File: src/rtl/cordic_pkg.sv
// Shared constants for the cordic result collector: word format and cordic mode encodings.
package cordic_pkg;

  localparam int unsigned WORD_LENGTH     = 32;
  localparam int unsigned FRACTION_LENGTH = 22;

  localparam logic [1:0] MODE_VECTOR = 2'b00;
  localparam logic [1:0] MODE_ROTATE = 2'b01;
  localparam logic [1:0] MODE_XFORM  = 2'b10;

endpackage

File: src/rtl/cordic_result_collector_if.sv
// Request, cordic-core and result signals of the collector.
// The collector is the slave; the system side and the cordic core form the master.
interface cordic_result_collector_if #(
  parameter int unsigned WL    = cordic_pkg::WORD_LENGTH,
  parameter int unsigned SEQ_W = 4
);

  logic             req_valid;
  logic             req_ready;
  logic [1:0]       req_mode;
  logic [WL-1:0]    req_x;
  logic [WL-1:0]    req_y;
  logic [WL-1:0]    req_theta;

  logic [1:0]       cordic_mode;
  logic [WL-1:0]    cordic_x;
  logic [WL-1:0]    cordic_y;
  logic [WL-1:0]    cordic_theta;
  logic [WL-1:0]    cordic_out1;
  logic [WL-1:0]    cordic_out2;

  logic             res_valid;
  logic             res_ready;
  logic [1:0]       res_mode;
  logic [SEQ_W-1:0] res_seq;
  logic [WL-1:0]    res_out1;
  logic [WL-1:0]    res_out2;
  logic             overflow;

  modport slave (
    input  req_valid, req_mode, req_x, req_y, req_theta,
    input  cordic_out1, cordic_out2,
    input  res_ready,
    output req_ready,
    output cordic_mode, cordic_x, cordic_y, cordic_theta,
    output res_valid, res_mode, res_seq, res_out1, res_out2, overflow
  );

  modport master (
    output req_valid, req_mode, req_x, req_y, req_theta,
    output cordic_out1, cordic_out2,
    output res_ready,
    input  req_ready,
    input  cordic_mode, cordic_x, cordic_y, cordic_theta,
    input  res_valid, res_mode, res_seq, res_out1, res_out2, overflow
  );

endinterface

File: src/rtl/cordic_sync_fifo.sv
// First-word fall-through synchronous FIFO with occupancy count; DEPTH must be a power of 2.
module cordic_sync_fifo #(
  parameter  int unsigned WIDTH = 8,
  parameter  int unsigned DEPTH = 8,
  localparam int unsigned CW    = $clog2(DEPTH + 1)
) (
  input  logic             clk,
  input  logic             rst,
  input  logic             push,
  input  logic [WIDTH-1:0] wdata,
  input  logic             pop,
  output logic [WIDTH-1:0] rdata,
  output logic [CW-1:0]    count,
  output logic             full,
  output logic             empty
);

  localparam int unsigned AW = $clog2(DEPTH);

  logic [WIDTH-1:0] mem [DEPTH];
  logic [AW-1:0]    wptr_q, rptr_q;
  logic [CW-1:0]    count_q;
  logic             wr_en, rd_en;

  assign full  = (count_q == CW'(DEPTH));
  assign empty = (count_q == '0);
  assign rd_en = pop & ~empty;
  // A pop frees the slot being written, so push while full is accepted alongside it.
  assign wr_en = push & (~full | rd_en);
  assign rdata = mem[rptr_q];
  assign count = count_q;

  always_ff @(posedge clk) begin
    if (rst) begin
      wptr_q  <= '0;
      rptr_q  <= '0;
      count_q <= '0;
    end else begin
      if (wr_en) wptr_q <= wptr_q + 1'b1;
      if (rd_en) rptr_q <= rptr_q + 1'b1;
      count_q <= count_q + CW'(wr_en) - CW'(rd_en);
    end
  end

  always_ff @(posedge clk) begin
    if (wr_en) mem[wptr_q] <= wdata;
  end

endmodule

File: src/rtl/cordic_result_collector.sv
// Credit-based front end for a fixed-latency cordic core: registers requests into the core,
// tracks tags alongside the pipeline and queues tagged results in an FWFT FIFO.
module cordic_result_collector
  import cordic_pkg::*;
#(
  parameter int unsigned LATENCY    = 15,
  parameter int unsigned FIFO_DEPTH = 8,
  parameter int unsigned SEQ_W      = 4
) (
  input logic                     i_ccol_clk,
  input logic                     i_ccol_rst,
  cordic_result_collector_if.slave bus
);

  localparam int unsigned WL   = WORD_LENGTH;
  localparam int unsigned CntW = $clog2(FIFO_DEPTH + 1);
  localparam int unsigned EntW = 2 + SEQ_W + 2 * WL;

  logic             accept, capture;
  logic             fifo_pop, fifo_full, fifo_empty;
  logic [CntW-1:0]  in_flight_q, fifo_count;
  logic [CntW:0]    credit_used;
  logic [SEQ_W-1:0] seq_q;
  logic             overflow_q;
  logic [LATENCY:0] dl_valid_q;
  logic [1:0]       dl_mode_q [LATENCY+1];
  logic [SEQ_W-1:0] dl_seq_q  [LATENCY+1];
  logic [EntW-1:0]  fifo_wdata, fifo_rdata;

  // Every in-flight request owns a FIFO slot, so a capture can always be stored.
  assign credit_used   = {1'b0, in_flight_q} + {1'b0, fifo_count};
  assign bus.req_ready = (credit_used < (CntW + 1)'(FIFO_DEPTH));
  assign accept        = bus.req_valid & bus.req_ready;
  assign capture       = dl_valid_q[LATENCY];

  always_ff @(posedge i_ccol_clk) begin
    if (i_ccol_rst) begin
      bus.cordic_mode  <= '0;
      bus.cordic_x     <= '0;
      bus.cordic_y     <= '0;
      bus.cordic_theta <= '0;
      seq_q            <= '0;
      in_flight_q      <= '0;
      dl_valid_q       <= '0;
      overflow_q       <= 1'b0;
    end else begin
      if (accept) begin
        bus.cordic_mode  <= bus.req_mode;
        bus.cordic_x     <= bus.req_x;
        bus.cordic_y     <= bus.req_y;
        bus.cordic_theta <= bus.req_theta;
        seq_q            <= seq_q + 1'b1;
      end
      dl_valid_q <= {dl_valid_q[LATENCY-1:0], accept};
      if (accept & ~capture) begin
        in_flight_q <= in_flight_q + 1'b1;
      end else if (~accept & capture) begin
        in_flight_q <= in_flight_q - 1'b1;
      end
      if (capture & fifo_full & ~fifo_pop) overflow_q <= 1'b1;
    end
  end

  // Tag payload needs no reset: it is qualified by dl_valid_q.
  always_ff @(posedge i_ccol_clk) begin
    dl_mode_q[0] <= bus.req_mode;
    dl_seq_q[0]  <= seq_q;
    for (int i = 1; i < LATENCY + 1; i++) begin
      dl_mode_q[i] <= dl_mode_q[i-1];
      dl_seq_q[i]  <= dl_seq_q[i-1];
    end
  end

  assign fifo_wdata = {dl_mode_q[LATENCY], dl_seq_q[LATENCY], bus.cordic_out1, bus.cordic_out2};
  assign fifo_pop   = bus.res_ready & ~fifo_empty;

  cordic_sync_fifo #(
    .WIDTH (EntW),
    .DEPTH (FIFO_DEPTH)
  ) u_fifo (
    .clk   (i_ccol_clk),
    .rst   (i_ccol_rst),
    .push  (capture),
    .wdata (fifo_wdata),
    .pop   (fifo_pop),
    .rdata (fifo_rdata),
    .count (fifo_count),
    .full  (fifo_full),
    .empty (fifo_empty)
  );

  assign bus.res_valid = ~fifo_empty;
  assign {bus.res_mode, bus.res_seq, bus.res_out1, bus.res_out2} = fifo_rdata;
  assign bus.overflow  = overflow_q;

endmodule
File: src/flat_wrapper.sv
// flat-port wrapper written by rule: the top's interface ports become plain ports
module cordic_result_collector_flat import cordic_pkg::*;
#(
  parameter int unsigned LATENCY    = 15,
  parameter int unsigned FIFO_DEPTH = 8,
  parameter int unsigned SEQ_W      = 4
)
  (i_ccol_clk, i_ccol_rst, bus_req_valid, bus_req_mode, bus_req_x, bus_req_y, bus_req_theta, bus_cordic_out1, bus_cordic_out2, bus_res_ready, bus_req_ready, bus_cordic_mode, bus_cordic_x, bus_cordic_y, bus_cordic_theta, bus_res_valid, bus_res_mode, bus_res_seq, bus_res_out1, bus_res_out2, bus_overflow);
  cordic_result_collector_if #(.SEQ_W(SEQ_W)) bus_i ();
  input logic i_ccol_clk;
  input logic i_ccol_rst;
  input wire logic [$bits(bus_i.req_valid)-1:0] bus_req_valid;
  input wire logic [$bits(bus_i.req_mode)-1:0] bus_req_mode;
  input wire logic [$bits(bus_i.req_x)-1:0] bus_req_x;
  input wire logic [$bits(bus_i.req_y)-1:0] bus_req_y;
  input wire logic [$bits(bus_i.req_theta)-1:0] bus_req_theta;
  input wire logic [$bits(bus_i.cordic_out1)-1:0] bus_cordic_out1;
  input wire logic [$bits(bus_i.cordic_out2)-1:0] bus_cordic_out2;
  input wire logic [$bits(bus_i.res_ready)-1:0] bus_res_ready;
  output wire logic [$bits(bus_i.req_ready)-1:0] bus_req_ready;
  output wire logic [$bits(bus_i.cordic_mode)-1:0] bus_cordic_mode;
  output wire logic [$bits(bus_i.cordic_x)-1:0] bus_cordic_x;
  output wire logic [$bits(bus_i.cordic_y)-1:0] bus_cordic_y;
  output wire logic [$bits(bus_i.cordic_theta)-1:0] bus_cordic_theta;
  output wire logic [$bits(bus_i.res_valid)-1:0] bus_res_valid;
  output wire logic [$bits(bus_i.res_mode)-1:0] bus_res_mode;
  output wire logic [$bits(bus_i.res_seq)-1:0] bus_res_seq;
  output wire logic [$bits(bus_i.res_out1)-1:0] bus_res_out1;
  output wire logic [$bits(bus_i.res_out2)-1:0] bus_res_out2;
  output wire logic [$bits(bus_i.overflow)-1:0] bus_overflow;
  assign bus_i.req_valid = bus_req_valid;
  assign bus_i.req_mode = bus_req_mode;
  assign bus_i.req_x = bus_req_x;
  assign bus_i.req_y = bus_req_y;
  assign bus_i.req_theta = bus_req_theta;
  assign bus_i.cordic_out1 = bus_cordic_out1;
  assign bus_i.cordic_out2 = bus_cordic_out2;
  assign bus_i.res_ready = bus_res_ready;
  assign bus_req_ready = bus_i.req_ready;
  assign bus_cordic_mode = bus_i.cordic_mode;
  assign bus_cordic_x = bus_i.cordic_x;
  assign bus_cordic_y = bus_i.cordic_y;
  assign bus_cordic_theta = bus_i.cordic_theta;
  assign bus_res_valid = bus_i.res_valid;
  assign bus_res_mode = bus_i.res_mode;
  assign bus_res_seq = bus_i.res_seq;
  assign bus_res_out1 = bus_i.res_out1;
  assign bus_res_out2 = bus_i.res_out2;
  assign bus_overflow = bus_i.overflow;
  cordic_result_collector #(.LATENCY(LATENCY), .FIFO_DEPTH(FIFO_DEPTH), .SEQ_W(SEQ_W)) u_core (.i_ccol_clk(i_ccol_clk), .i_ccol_rst(i_ccol_rst), .bus(bus_i));
endmodule
File: config.mk
export PLATFORM = sky130hd
export DESIGN_NAME = cordic_result_collector_flat
export DESIGN_NICKNAME = d
export VERILOG_FILES = /design/src/rtl/cordic_pkg.sv /design/src/rtl/cordic_result_collector_if.sv /design/src/rtl/cordic_sync_fifo.sv /design/src/rtl/cordic_result_collector.sv /design/src/flat_wrapper.sv
export SDC_FILE = /design/constraint.sdc
export NUM_CORES = 1
export LEC_CHECK = 0
export ABC_AREA = 0
export BUFFER_PORTS_ARGS = -buffer_cell sky130_fd_sc_hd__buf_2
export CAP_MARGIN = 10
export CORE_UTILIZATION = 25
export CTS_BUF_LIST = sky130_fd_sc_hd__clkbuf_4 sky130_fd_sc_hd__clkbuf_8 sky130_fd_sc_hd__clkbuf_16
export DETAILED_ROUTE_END_ITERATION = 10
export PLACE_DENSITY_LB_ADDON = 0.25
export SKIP_CTS_REPAIR_TIMING = 1
export SLEW_MARGIN = 0
export SYNTH_ARGS = -nofsm -noshare
export SYNTH_HDL_FRONTEND = slang
export SYNTH_SLANG_ARGS = --single-unit
File: constraint.sdc
create_clock -name i_ccol_clk -period 23.5 [get_ports i_ccol_clk]
set_input_delay 1.175 -clock i_ccol_clk [delete_from_list [all_inputs] [get_ports i_ccol_clk]]
set_output_delay 1.175 -clock i_ccol_clk [all_outputs]
set_load 0.005 [all_outputs]
==> results_tabular.tex <==
\begin{tabular}{lr}
\hline
Metric & Value \\
\hline
\multicolumn{2}{l}{\textbf{Logic synthesis}} \\
\quad Fraction of the mapped netlist area in adder cells & 0.008172 \\
\quad Distinct cells, synth & 39 \\
\quad Multiplexer share of the synthesized area & 0.1430 \\
\quad Total of flip-flops plus latches after synthesis & 792 \\
\quad Count of mapped cells out of synthesis & 1,493 \\
\quad Library cell with the largest summed area after synthesis & sky130\_fd\_sc\_hd\_\_edfxtp\_1 \\
\quad Sequential share of the synthesized area & 0.7701 \\
\quad Post-synthesis share of cell area spent on xor and xnor gates & 0.002829 \\
\quad Post-synth top area share & 0.6035 \\
\quad EDFF count, synth & 560 \\
\quad Most frequently used flop master after synthesis & sky130\_fd\_sc\_hd\_\_edfxtp\_1 \\
\quad Simple-gate share of the synthesized area & 0.03794 \\
\quad Synth Area in Compound Gates & 0.02151 \\
\quad Syn Std Cell Area & roughly 28,000 um2 \\
\quad Average size of a mapped cell & between 15 and 20 um2 \\
\quad Net count of the mapped netlist & roughly 1.7k \\
\quad Biggest area contributors in the synthesized netlist & sky130\_fd\_sc\_hd\_\_edfxtp\_1, sky130\_fd\_sc\_hd\_\_dfxtp\_1, sky130\_fd\_sc\_hd\_\_mux4\_2 \\
\quad Count of warnings emitted by yosys & 0 \\
\quad Largest family of logic cells by synthesized area & multiplexers \\
\quad Asr flop ratio synth & 0 \\
\quad Leading cell types by count after synthesis & sky130\_fd\_sc\_hd\_\_edfxtp\_1, sky130\_fd\_sc\_hd\_\_dfxtp\_1, sky130\_fd\_sc\_hd\_\_nand2\_1 \\
\quad Cell with the most instances after synthesis & sky130\_fd\_sc\_hd\_\_edfxtp\_1 \\
\multicolumn{2}{l}{\textbf{Placed design}} \\
\quad Placer congestion estimate & roughly 0.8 \\
\quad Total half-perimeter wirelength after legalization and detailed placement & around 37 mm \\
\quad Number of placed instances, taps included & 3,265 \\
\quad Worst-case setup slack after placement & 19.00 ns \\
\quad Number of I/O port buffers & approximately 340 \\
\multicolumn{2}{l}{\textbf{Timing}} \\
\quad Setup repair after global routing missed its margin & no \\
\quad TNS Setup & 0 ns \\
\quad Post-route clock period utilization & 0.2132 \\
\quad Maximum operating frequency & between 150 and 200 MHz \\
\quad Max-slew violation count & 0 \\
\quad Final critical-path required period & roughly 5 ns \\
\quad Setup-violating endpoint count in the final report & 0 \\
\quad Actual slew at the worst max-slew pin & approximately 1.1 ns \\
\quad Worst clock skew & approximately 0.018 ns \\
\quad Slew Limit Headroom & 0.2932 \\
\quad Final hold vios & 0 \\
\quad Worst setup margin & approximately 18 ns \\
\quad Hold Worst Slack & between 0.3 and 0.4 ns \\
\multicolumn{2}{l}{\textbf{Die}} \\
\quad Top-level I/O count & approximately 340 \\
\quad Die Span X & roughly 340 um \\
\quad Number of placement rows & $\sim$120 \\
\quad Floorplan core area & between 100,000 and 150,000 um2 \\
\quad Area of the die & roughly 110,000 um2 \\
\quad Initial cell density of the core & 0.2521 \\
\quad Die height & between 300 and 400 um \\
\multicolumn{2}{l}{\textbf{Detailed routing}} \\
\quad Violation count after the first detailed-routing iteration & roughly 760 \\
\quad Via-to-Cell Ratio & 4.153 \\
\quad Total wirelength of the detailed-routed design & $\sim$64 mm \\
\quad \# DRC & 0 \\
\quad Routed wire per std cell & 18.58 um \\
\quad Total iterations of the first detailed-routing run & 5 \\
\quad Remaining antenna violation count & 0 \\
\quad Number of vias after detailed routing & 14.25k \\
\multicolumn{2}{l}{\textbf{Worst hold path}} \\
\quad Endpoint of the worst hold path & u\_core.dl\_mode\_q[1][7] \\
\quad Class of the tightest hold or removal check & reg2reg \\
\quad Startpoint of the most critical hold path & u\_core.dl\_mode\_q[1][5] \\
\quad Number of cells on the worst hold path & 0 \\
\multicolumn{2}{l}{\textbf{GRT}} \\
\quad Overflow after GRT & 0 \\
\quad Largest net degree at the start of global routing & between 100 and 150 \\
\quad Initial antenna violation count & 13 \\
\quad Global routing usage on met2 & 0.1869 \\
\quad Global-route wire length before repair & between 90 and 100 mm \\
\quad Routing layer with the top usage in global route & met2 \\
\quad Met1 Resource Use GR & 0.1369 \\
\quad Met3 routing resource usage after global routing & 0.03899 \\
\quad Via count of the first global-routing pass & about 15k \\
\quad GRT Util Overall & 0.1128 \\
\multicolumn{2}{l}{\textbf{Clock tree}} \\
\quad Clock latency reported for the late side of the worst-skew pair & 0.66 ns \\
\quad CTS root buf & sky130\_fd\_sc\_hd\_\_clkbuf\_16 \\
\quad Clock tree from TritonCTS & yes \\
\quad Clock transition time at the flip-flop clock pins of the worst setup and hold paths & 0.06 ns \\
\quad H-Tree Depth & 3 \\
\quad CTS Buf Count & 89 \\
\quad Count of clock tree sinks & 792 \\
\quad Clock Tree Buf Depth & 3 \\
\multicolumn{2}{l}{\textbf{Layout}} \\
\quad Synth-to-Final Area Change & 22.92\% \\
\quad Number of nets in the finished design & just over 2k \\
\quad Core utilization of the finished layout & 0.3099 \\
\quad Layout Cells excl Fill & 3,431 \\
\quad Fraction of final layout cells sized beyond drive strength 1 & 0.3831 \\
\multicolumn{2}{l}{\textbf{Setup path}} \\
\quad Reg-to-reg critical path startpoint & u\_core.u\_fifo.count[2] \\
\quad Critical path class & reg2out \\
\quad CP endpoint kind & primary output \\
\quad Slack of the worst reg-to-reg path & $\sim$20 ns \\
\quad Startpoint types & flop \\
\quad Depth of the worst register-to-register path & 8 \\
\quad Worst endpoint required time & roughly 22 ns \\
\quad Worst-path maximum fanout & between 40 and 50 \\
\quad Reg-to-Reg End & u\_core.u\_fifo.mem[7][53] \\
\quad Data arrival time of the critical path & approximately 3.8 ns \\
\multicolumn{2}{l}{\textbf{Power and ir drop}} \\
\quad Maximum VDD drop & 0.00005571 V \\
\quad Leakage power figure & $\sim$12 nW \\
\quad Power Dens Cells & roughly 110 nW/um2 \\
\multicolumn{2}{l}{\textbf{Run status}} \\
\quad Status & completed \\
\multicolumn{2}{l}{\textbf{Job}} \\
\quad Max-cap violations & 0 \\
\hline
\end{tabular}
## stage by stage
| step | area [um2] | power (W) |
|---|---|---|
| after floorplan | 27870 | 0.002098 |
| after global placement | 31270 | 0.002301 |
| after detailed placement | 31270 | 0.002315 |
| after CTS | 34250 | 0.003719 |
| after global routing | 34250 | 0.003837 |
| final | 34250 | 0.003648 |
## logic make-up after synthesis
kind of cell | count (synthesis)
flip-flops | 792
multiplexers | 214
AO/OA/AOI/OAI | 114
buffers and inverters | 91
XOR/XNOR | 9
AND/OR/NAND/NOR | 256
adder cells (fa/ha/maj) | 17
## critical path, cell delays in order (launching register included)
cell and delay (ns):
sky130_fd_sc_hd__dfxtp_4 0.52, sky130_fd_sc_hd__buf_4 0.76, sky130_fd_sc_hd__buf_4 0.79, sky130_fd_sc_hd__mux4_2 0.58
sky130_fd_sc_hd__mux2_2 0.28, sky130_fd_sc_hd__buf_2 0.14
## layout make-up
cell class	count	area (um2)
multi-input cells	610	6002
repair buffers	363	1887
flip-flops and latches	792	21470
inverters	12	46.29
clock inverters	50	467.9
clock buffers	115	2514
fillers	10907	76260
diodes	1	2.502
well taps	1488	1862
## registers in the layout (all words and copies together), names as in the netlist, 16 cells and up, named ones only
register / flops
u_core.dl_mode_q: 32
u_core.dl_valid_q: 16
u_core.dl_seq_q: 64
u_core.bus.cordic_theta: 32
u_core.bus.cordic_x: 32
u_core.bus.cordic_y: 32
u_core.u_fifo.mem: 560
## how the worst max path moves through the flow
stage	from	endpoint
after global placement	flop	bus_res_out1[14]
final	flop	bus_res_out1[9]
after global routing	flop	bus_res_out1[9]
after floorplan	bus_res_ready	u_core.u_fifo.mem[4][0]
after CTS	flop	bus_res_out1[14]
after detailed placement	flop	bus_res_out1[14]
## report_power, final
part           switching, W  internal [W]  leakage, nW  total [W]
Sequential        0.0000481       0.00157         6.96    0.00162
Combinational      0.000335      0.000314         3.34   0.000650
Clock              0.000564      0.000818         1.49    0.00138
## cell usage in the layout, fill, tap and decap left out, types with 3 or more instances in the layout
cell,count
sky130_fd_sc_hd__clkinv_1,13
sky130_fd_sc_hd__buf_2,335
sky130_fd_sc_hd__mux2_2,72
sky130_fd_sc_hd__a21oi_1,104
sky130_fd_sc_hd__nor2b_1,20
sky130_fd_sc_hd__nand3_1,3
sky130_fd_sc_hd__xor2_1,4
sky130_fd_sc_hd__nor2_1,17
sky130_fd_sc_hd__xnor2_1,5
sky130_fd_sc_hd__nand2_1,201
sky130_fd_sc_hd__clkinvlp_4,4
sky130_fd_sc_hd__dfxtp_1,229
sky130_fd_sc_hd__edfxtp_1,560
sky130_fd_sc_hd__clkbuf_4,15
sky130_fd_sc_hd__clkbuf_8,9
sky130_fd_sc_hd__bufinv_16,5
sky130_fd_sc_hd__ha_1,15
sky130_fd_sc_hd__dfxtp_4,3
sky130_fd_sc_hd__inv_16,4
sky130_fd_sc_hd__buf_4,28
sky130_fd_sc_hd__clkbuf_16,91
sky130_fd_sc_hd__mux4_2,140
sky130_fd_sc_hd__clkinv_2,18
sky130_fd_sc_hd__inv_1,11
## metal layers
layer | wire length (um) | up-vias | part of all wire
li1 | - | 6471 | -
met1 | 26890 | 7215 | 0.42
met2 | 30400 | 424 | 0.48
met3 | 4950 | 112 | 0.078
met4 | 1345 | 26 | 0.021
met5 | 169 | - | 0.0027
Power figures use the tool's default switching activity.
